`src/rtl/seq_det_pkg.sv`:
```
// Shared constants and helpers for the programmable serial pattern detector.
package seq_det_pkg;

    localparam logic [3:0] SEQ_DET_RST_PAT = 4'b1011;

    localparam logic OVL_ON  = 1'b1;
    localparam logic OVL_OFF = 1'b0;

    // Width needed to count 0..pat_w accepted bits.
    function automatic int unsigned fill_w(input int unsigned pat_w);
        return $clog2(pat_w + 1);
    endfunction

endpackage

```
`src/rtl/seq_det_prog_if.sv`:
```
// Serial bit stream, pattern load and match result bundle for seq_det_prog.
interface seq_det_prog_if #(
    parameter int unsigned PAT_W = 4,
    parameter int unsigned CNT_W = 8
);
    logic             din;
    logic             din_valid;
    logic             overlap;
    logic             pat_load;
    logic [PAT_W-1:0] pat_in;
    logic             y;
    logic [CNT_W-1:0] match_cnt;

    modport master (
        output din, din_valid, overlap, pat_load, pat_in,
        input  y, match_cnt
    );

    modport slave (
        input  din, din_valid, overlap, pat_load, pat_in,
        output y, match_cnt
    );
endinterface

```
`src/rtl/seq_det_hist.sv`:
```
// Bit history shift register plus saturating fill counter; exposes the
// post-accept view (next history, next-full) so the compare sees the new bit.
module seq_det_hist
    import seq_det_pkg::*;
#(
    parameter int unsigned PAT_W = 4
) (
    input  logic             clk,
    input  logic             rst,
    input  logic             shift,
    input  logic             din,
    input  logic             clr,
    output logic [PAT_W-1:0] hist_nxt_c,
    output logic             full_nxt_c
);
    localparam int unsigned FILL_W = fill_w(PAT_W);
    localparam logic [FILL_W-1:0] FILL_MAX = FILL_W'(PAT_W);

    logic [PAT_W-1:0]  hist;
    logic [FILL_W-1:0] fill;
    logic [FILL_W-1:0] fill_nxt_c;

    // Oldest bit falls off the top as the new one enters at the LSB.
    assign hist_nxt_c = PAT_W'({hist, din});
    assign fill_nxt_c = (fill == FILL_MAX) ? fill : fill + 1'b1;
    assign full_nxt_c = (fill_nxt_c == FILL_MAX);

    always_ff @(posedge clk) begin
        if (rst) begin
            hist <= '0;
            fill <= '0;
        end else begin
            if (shift) begin
                hist <= hist_nxt_c;
            end
            // A clear wins over a shift: the shifted bit is kept but not counted.
            if (clr) begin
                fill <= '0;
            end else if (shift) begin
                fill <= fill_nxt_c;
            end
        end
    end

endmodule

```
`src/rtl/seq_det_prog.sv`:
```
// Runtime-programmable serial pattern detector with registered Moore match output.
// Optional saturating match counter enabled by defining SEQ_DET_MATCH_CNT_EN.
module seq_det_prog
    import seq_det_pkg::*;
#(
    parameter int unsigned      PAT_W   = 4,
    parameter logic [PAT_W-1:0] RST_PAT = PAT_W'(SEQ_DET_RST_PAT),
    parameter int unsigned      CNT_W   = 8
) (
    input  logic           clk,
    input  logic           rst,
    seq_det_prog_if.slave  bus
);
    logic [PAT_W-1:0] pattern;
    logic [PAT_W-1:0] hist_nxt_c;
    logic             full_nxt_c;
    logic             accept_c;
    logic             match_c;
    logic             fill_clr_c;
    logic             y_q;

    assign accept_c   = bus.din_valid & ~bus.pat_load;
    assign match_c    = accept_c & full_nxt_c & (hist_nxt_c == pattern);
    assign fill_clr_c = bus.pat_load | (match_c & (bus.overlap == OVL_OFF));

    seq_det_hist #(
        .PAT_W (PAT_W)
    ) u_hist (
        .clk        (clk),
        .rst        (rst),
        .shift      (accept_c),
        .din        (bus.din),
        .clr        (fill_clr_c),
        .hist_nxt_c (hist_nxt_c),
        .full_nxt_c (full_nxt_c)
    );

    always_ff @(posedge clk) begin
        if (rst) begin
            pattern <= RST_PAT;
        end else if (bus.pat_load) begin
            pattern <= bus.pat_in;
        end
    end

    // y only moves on an accepted bit or a pattern reload.
    always_ff @(posedge clk) begin
        if (rst) begin
            y_q <= 1'b0;
        end else if (bus.pat_load) begin
            y_q <= 1'b0;
        end else if (accept_c) begin
            y_q <= match_c;
        end
    end

    assign bus.y = y_q;

`ifdef SEQ_DET_MATCH_CNT_EN
    logic [CNT_W-1:0] cnt_q;

    always_ff @(posedge clk) begin
        if (rst) begin
            cnt_q <= '0;
        end else if (bus.pat_load) begin
            cnt_q <= '0;
        end else if (match_c && (cnt_q != {CNT_W{1'b1}})) begin
            cnt_q <= cnt_q + 1'b1;
        end
    end

    assign bus.match_cnt = cnt_q;
`else
    assign bus.match_cnt = CNT_W'(0);
`endif

endmodule

```
`src/flat_wrapper.sv`:
```
// flat-port wrapper written by rule: the top's interface ports become plain ports
module seq_det_prog_flat import seq_det_pkg::*;
#(
    parameter int unsigned      PAT_W   = 4,
    parameter logic [PAT_W-1:0] RST_PAT = PAT_W'(SEQ_DET_RST_PAT),
    parameter int unsigned      CNT_W   = 8
)
  (clk, rst, bus_din, bus_din_valid, bus_overlap, bus_pat_load, bus_pat_in, bus_y, bus_match_cnt);
  seq_det_prog_if #(.PAT_W(PAT_W), .CNT_W(CNT_W)) bus_i ();
  input  logic clk;
  input  logic rst;
  input wire logic [$bits(bus_i.din)-1:0] bus_din;
  input wire logic [$bits(bus_i.din_valid)-1:0] bus_din_valid;
  input wire logic [$bits(bus_i.overlap)-1:0] bus_overlap;
  input wire logic [$bits(bus_i.pat_load)-1:0] bus_pat_load;
  input wire logic [$bits(bus_i.pat_in)-1:0] bus_pat_in;
  output wire logic [$bits(bus_i.y)-1:0] bus_y;
  output wire logic [$bits(bus_i.match_cnt)-1:0] bus_match_cnt;
  assign bus_i.din = bus_din;
  assign bus_i.din_valid = bus_din_valid;
  assign bus_i.overlap = bus_overlap;
  assign bus_i.pat_load = bus_pat_load;
  assign bus_i.pat_in = bus_pat_in;
  assign bus_y = bus_i.y;
  assign bus_match_cnt = bus_i.match_cnt;
  seq_det_prog #(.PAT_W(PAT_W), .RST_PAT(RST_PAT), .CNT_W(CNT_W)) u_core (.clk(clk), .rst(rst), .bus(bus_i));
endmodule
```
`config.mk`:
```
export PLATFORM = sky130hd
export DESIGN_NAME = seq_det_prog_flat
export DESIGN_NICKNAME = d
export VERILOG_FILES = /design/src/rtl/seq_det_pkg.sv /design/src/rtl/seq_det_prog_if.sv /design/src/rtl/seq_det_hist.sv /design/src/rtl/seq_det_prog.sv /design/src/flat_wrapper.sv
export SDC_FILE = /design/constraint.sdc
export NUM_CORES = 1
export LEC_CHECK = 0
export ABC_CLOCK_PERIOD_IN_PS = 1720
export CORE_UTILIZATION = 44
export DETAILED_ROUTE_END_ITERATION = 16
export HOLD_SLACK_MARGIN = 0.1
export PLACE_DENSITY = 0.82
export SLEW_MARGIN = 20
export SYNTH_ARGS = -nofsm -noshare
export SYNTH_HDL_FRONTEND = slang
export SYNTH_SLANG_ARGS = --single-unit
```
`constraint.sdc`:
```
create_clock -name clk -period 1.72 [get_ports clk]
set_input_delay 0.344 -clock clk [delete_from_list [all_inputs] [get_ports clk]]
set_output_delay 0.344 -clock clk [all_outputs]
set_load 0.03 [all_outputs]
```
==> results of run 1 <==
[path summary, 6_finish.rpt]
| kind | to | slack [ns] | cells after the start |
|---|---|---|---|
| hold / removal | u_core.bus.y | 0.51 | 2 |
| setup reg to reg | u_core.u_hist.fill[2] | 0.21 | 5 |
| setup / recovery | bus_y | 0.1 | 1 |
| hold reg to reg | u_core.bus.y | 0.51 | 2 |
[per-stage QoR]
step	cell area [sq um]	instances	hold slack, ns	setup WS, ns
floorplan	636	71	0.446	0.324
global placement	717	90	0.493	0.0857
detailed placement	717	90	0.507	0.0726
CTS	743	94	0.523	0.0815
global route	743	94	0.564	0.0642
finish	743	94	0.515	0.0998
[cell families (layout without fill, tap and decap cells)]
| kind of cell | Yosys count | in the layout | share of synthesized area, % |
|---|---|---|---|
| xor gates and xnor gates | 6 | 6 | 11.1 |
| other | 1 | 8 | 0.615 |
| adders and majority gates | 2 | 2 | 4.11 |
| muxes | 5 | 5 | 8.21 |
| and+or+nand+nor | 19 | 19 | 17.5 |
| AOI/OAI and AO/OA | 8 | 8 | 10.1 |
| buffers and inverters | 12 | 20 | 12.3 |
| DFF | 11 | 11 | 36.1 |
[Yosys cell counts]
cell type,n,area share (%)
nor2_1,6,3.7
a21oi_1,2,1.6
clkbuf_1,2,1.2
nand2b_4,1,2.3
xnor2_1,3,4.3
xor2_1,1,1.4
conb_1,1,0.62
mux2i_1,5,8.2
o41ai_1,1,1.4
nand2_1,3,1.8
xnor2_2,2,5.3
buf_4,8,9.9
inv_1,2,1.2
ha_1,2,4.1
nor2b_1,4,4.1
nand4_1,1,1.0
dfxtp_1,11,36
nor3_1,2,1.6
nor3_2,1,1.6
o311a_1,1,1.6
a31oi_1,1,1.0
nand3b_1,1,1.2
a211o_1,3,4.3
[metal layers]
layer / vias up / GRT usage [%]
li1: 229 / -
met1: 199 / 21.5
met2: 18 / 27.1
met3: 2 / 1.73
met4: 0 / 12.9
met5: - / 0
[flip-flops by register name, summed over array words and instances, names as in the netlist]
register,cells
u_core.u_hist.fill,3
u_core.pattern,4
u_core.bus.y,1
u_core.u_hist.hist,3
[power by group]
group / internal, mW / total, mW / switching [mW] / leakage, nW
sequential: 0.265 / 0.273 / 0.00815 / 0.0900
clock: 0.0895 / 0.164 / 0.0749 / 0.0150
combinational: 0.0498 / 0.104 / 0.0543 / 0.227
total: 0.404 / 0.541 / 0.137 / 0.332
[final cells by class]
| cell class | count | area, sq um |
|---|---|---|
| inverters | 2 | 7.51 |
| repair buffers | 14 | 130 |
| clock buffers | 4 | 26.3 |
| fillers | 129 | 558 |
| flip-flops and latches | 11 | 220 |
| multi-input cells | 48 | 340 |
| well taps | 15 | 18.8 |
==> results.sh, run 1 <==
export IMPL_fmax_ghz=0.617
export IMPL_final_cell_mix="dfxtp_1 (11), clkdlybuf4s50_1 (10), conb_1 (8)"
export IMPL_wl_met2_microns=502
export IMPL_min_period_ns=1.62
export IMPL_initial_core_util_pct=46.8
export IMPL_cts_htree_levels=1
export IMPL_vdd_drop_max_mv=0.474
export IMPL_highest_layer="met4"
export IMPL_drive_gt1_share_pct=13.9
export IMPL_setup_violations=0
export IMPL_final_nets=92
export IMPL_num_vias=448
export IMPL_cts_tree="built"
export IMPL_hold_class="flop to flop"
export IMPL_dr_pass1_iters=4
export IMPL_run_status="finished clean"
export IMPL_setup_tns_ns=0
export IMPL_routed_via_density=4.77
export IMPL_grt_util_all_layers_pct=17.3
export IMPL_grt_first_pass_wirelength_mm=1.75
export IMPL_wl_per_cell_microns=10.2
export IMPL_yosysWarnings=0
export IMPL_clock_latency_ns=0.26
export IMPL_min_from="u_core.bus.y"
export IMPL_postCtsSetupBuffers=0
export IMPL_path_max_fanout=2
export IMPL_detail_route_antenna_nets=0
export IMPL_grt_overflow=0
export IMPL_ioPinCount=19
export IMPL_cts_sinks=11
export IMPL_path_class="flop to output port"
export IMPL_fin_util_pct=57.1
export IMPL_ctsHoldBuffers=0
export IMPL_synth_cells=64
export IMPL_synth_area_sq_um=609
export IMPL_cts_resized=0
export IMPL_grt_setup_unrepaired="false"
export IMPL_rows=13
export IMPL_cts_buffers=3
export IMPL_total_power_mw=0.541
export IMPL_wl_microns=959
export IMPL_path_buf_inv=1
export IMPL_area_growth_pct=22.0
export IMPL_die_area_sq_mm=0.00154
export IMPL_final_common_cell="dfxtp_1"
export IMPL_timing_rr_start="u_core.u_hist.fill[0]"
export IMPL_met3_length_microns=56
export IMPL_routabilityCongestion=0.736
export IMPL_critPathArrivalTime_ns=1.28
export IMPL_drt_initial_drc_count=8
export IMPL_die_h_microns=39.2
export IMPL_antenna_found_initial=0
export IMPL_coreArea_sq_mm=0.00130
export IMPL_grt_pass1_vias=410
export IMPL_place_detailed_hpwl_microns=785
export IMPL_antennaDiodeCount=0
export IMPL_slew_viol_final=0
export IMPL_syn_avg_cell_area_sq_um=9.52
export IMPL_cts_path_max_buffers=2
export IMPL_final_period_utilization_pct=94.2
export IMPL_cp_required_ns=1.38
export IMPL_port_buffers=10
export IMPL_m1WireLength_microns=392
export IMPL_ys_ff_latch=11
export IMPL_clk_pin_slew_worst_paths_ns=0.06
export IMPL_drc=0
export IMPL_hold_viol_final=0
export IMPL_p_per_area_mw_per_mm2=728
export IMPL_fin_skew_ns=0.00276
export IMPL_yosysUniqueCellTypes=23
export IMPL_grt_start_max_net_pins=12
export IMPL_cpMaxStageDelayCell="clkdlybuf4s50_1"
export IMPL_ys_seq_area_share_pct=36.1
export IMPL_path_cells="clkdlybuf4s50_1"
export IMPL_startpoint="u_core.bus.y"
export IMPL_leakage_nw=0.332
export IMPL_start_kind="flop"
export IMPL_critPathMaxStageDelay_ns=0.68
export IMPL_maxCapViolations=0
export IMPL_end_kind="output port"
export IMPL_cts_root_buf="clkbuf_4"
export IMPL_die_w_microns=39.2
export IMPL_crit_family="buffers and inverters"
No activity file was read; power rests on OpenSTA's default activity.
==> run 2, diff against run 1 <==
--- a/config.mk
+++ b/config.mk
@@ -8,6 +8,7 @@
 export ABC_CLOCK_PERIOD_IN_PS = 1720
 export CORE_UTILIZATION = 44
 export DETAILED_ROUTE_END_ITERATION = 16
+export GPL_ROUTABILITY_DRIVEN = 0
 export HOLD_SLACK_MARGIN = 0.1
 export PLACE_DENSITY = 0.82
 export SLEW_MARGIN = 20
==> results of run 2 <==
Same layout as run 1: the final DEF is identical, and so are final timing and power.
==> run 3, diff against run 2 <==
--- a/config.mk
+++ b/config.mk
@@ -6,11 +6,13 @@
 export NUM_CORES = 1
 export LEC_CHECK = 0
 export ABC_CLOCK_PERIOD_IN_PS = 1720
+export CAP_MARGIN = 20
 export CORE_UTILIZATION = 44
 export DETAILED_ROUTE_END_ITERATION = 16
 export GPL_ROUTABILITY_DRIVEN = 0
 export HOLD_SLACK_MARGIN = 0.1
 export PLACE_DENSITY = 0.82
+export SETUP_SLACK_MARGIN = 0.1
 export SLEW_MARGIN = 20
 export SYNTH_ARGS = -nofsm -noshare
 export SYNTH_HDL_FRONTEND = slang
==> run 3 against run 2 <==
Net effect: first-iteration DRC count unchanged; core utilization unchanged; maximum frequency increased by 10%; clock skew unchanged; final area unchanged; via count unchanged; count of clock-buffer cells in the layout unchanged; setup slack improved by 0.15 ns; global-route usage unchanged; register-to-register slack improved by 0.04 ns; highest routed layer unchanged.
==> results.sh, run 3 (synthesis gave the netlist of run 1 again) <==
export IMPL_run_status="finished clean"
export IMPL_wl_per_cell_microns=10.2
export IMPL_total_power_mw=0.541
export IMPL_final_nets=92
export IMPL_initial_core_util_pct=46.8
export IMPL_routed_via_density=4.77
export IMPL_p_per_area_mw_per_mm2=729
export IMPL_highest_layer="met4"
export IMPL_regMostFlops="u_core.pattern"
export IMPL_final_cell_mix="dfxtp_1 (10), clkdlybuf4s50_1 (9), conb_1 (8)"
export IMPL_largest_register_ffs=4
export IMPL_grt_overflow=0
export IMPL_grt_first_pass_wirelength_mm=1.75
export IMPL_cts_tree="built"
export IMPL_grt_util_all_layers_pct=17.3
export IMPL_coreArea_sq_mm=0.00130
export IMPL_hold_ws_ns=0.512
export IMPL_drive_gt1_share_pct=15.2
export IMPL_fin_cells=94
export IMPL_dr_pass1_iters=4
export IMPL_grt_setup_unrepaired="false"
export IMPL_slew_viol_final=0
export IMPL_antenna_found_initial=0
export IMPL_antennaDiodeCount=0
export IMPL_area_growth_pct=22.0
export IMPL_start_kind="flop"
export IMPL_setup_violations=0
export IMPL_grt_start_max_net_pins=12
export IMPL_leakage_nw=0.337
export IMPL_critPathArrivalTime_ns=1.62
export IMPL_detail_route_antenna_nets=0
export IMPL_drc=0
export IMPL_die_h_microns=39.2
export IMPL_wl_met2_microns=502
export IMPL_hold_class="flop to flop"
export IMPL_hold_viol_final=0
export IMPL_final_period_utilization_pct=85.4
export IMPL_setup_tns_ns=0
export IMPL_cts_path_max_buffers=2
export IMPL_cts_root_buf="clkbuf_4"
export IMPL_min_period_ns=1.47
export IMPL_fin_util_pct=57.1
export IMPL_port_buffers=10
export IMPL_dp_cells=90
export IMPL_cp_required_ns=1.87
export IMPL_die_w_microns=39.2
export IMPL_cts_buffers=3
export IMPL_end_kind="flop"
export IMPL_maxCapViolations=0
export IMPL_place_detailed_hpwl_microns=785
export IMPL_num_vias=448
export IMPL_vdd_drop_max_mv=0.475
export IMPL_postCtsSetupBuffers=0
export IMPL_cts_sinks=11
export IMPL_fmax_ghz=0.681
export IMPL_clk_pin_slew_worst_paths_ns=0.06
export IMPL_met3_length_microns=56
export IMPL_m1WireLength_microns=391
export IMPL_fin_skew_ns=0.00276
export IMPL_multi_input_area_sq_um=340
export IMPL_die_area_sq_mm=0.00154
export IMPL_hold_path_cell_count=2
export IMPL_path_max_fanout=3
export IMPL_clock_latency_ns=0.26
export IMPL_rows=13
export IMPL_wl_microns=959
export IMPL_grt_pass1_vias=410
export IMPL_fillerInstances=130
export IMPL_drt_initial_drc_count=8
export IMPL_top_regs="u_core.pattern x4, u_core.u_hist.fill x3, u_core.u_hist.hist x3"
export IMPL_final_common_cell="dfxtp_1"
export IMPL_path_class="flop to flop"
export IMPL_ff2ff_path_depth=5
export IMPL_ioPinCount=19
export IMPL_seq_area_sq_um=221
export IMPL_cts_htree_levels=1
[run 3: per-layer routing]
layer	global-route usage, %	vias up
met3	1.73	2
met2	27.1	18
met5	0	-
met1	21.5	199
met4	12.9	0
li1	-	229
[run 3: report_power, final]
part	switching [mW]	internal [mW]
Clock	0.0749	0.0895
Combinational	0.0543	0.0498
Sequential	0.00814	0.265
[run 3: worst paths after layout]
path | startpoint | endpoint | slack, ns
setup / recovery | u_core.u_hist.fill[0] | u_core.u_hist.fill[2] | 0.25
hold reg to reg | u_core.bus.y | u_core.bus.y | 0.51
setup reg to reg | u_core.u_hist.fill[0] | u_core.u_hist.fill[2] | 0.25
hold / removal | u_core.bus.y | u_core.bus.y | 0.51
[run 3: cell type report]
| type | instances | share of cell area [%] |
|---|---|---|
| Clock buffer | 4 | 3.54 |
| Inverter | 2 | 1.01 |
| Multi-Input combinational cell | 48 | 45.8 |
| Sequential cell | 11 | 29.8 |
| Tap cell | 15 | 2.53 |
| Timing Repair Buffer | 14 | 17.3 |
[run 3: critical path: stages, from the launching register on]
cell and delay, ns:
dfxtp_2 0.35, inv_1 0.07, ha_1 0.33, nor3_2 0.17, nand4_1 0.14, o311a_1 0.30
[run 3: timing repair]
action                                  CTS  global route
endpoints found under the setup margin    1             2
cloned                                    0             0
hold buffers                              0             0
resized for setup                         1             1
[run 3: per-stage QoR]
stage,setup slack [ns],instance area [sq um]
2_1_floorplan,0.324,636
3_3_place_gp,0.0857,717
3_5_place_dp,0.0726,717
4_1_cts,0.206,742
5_1_grt,0.142,743
6_report,0.251,743
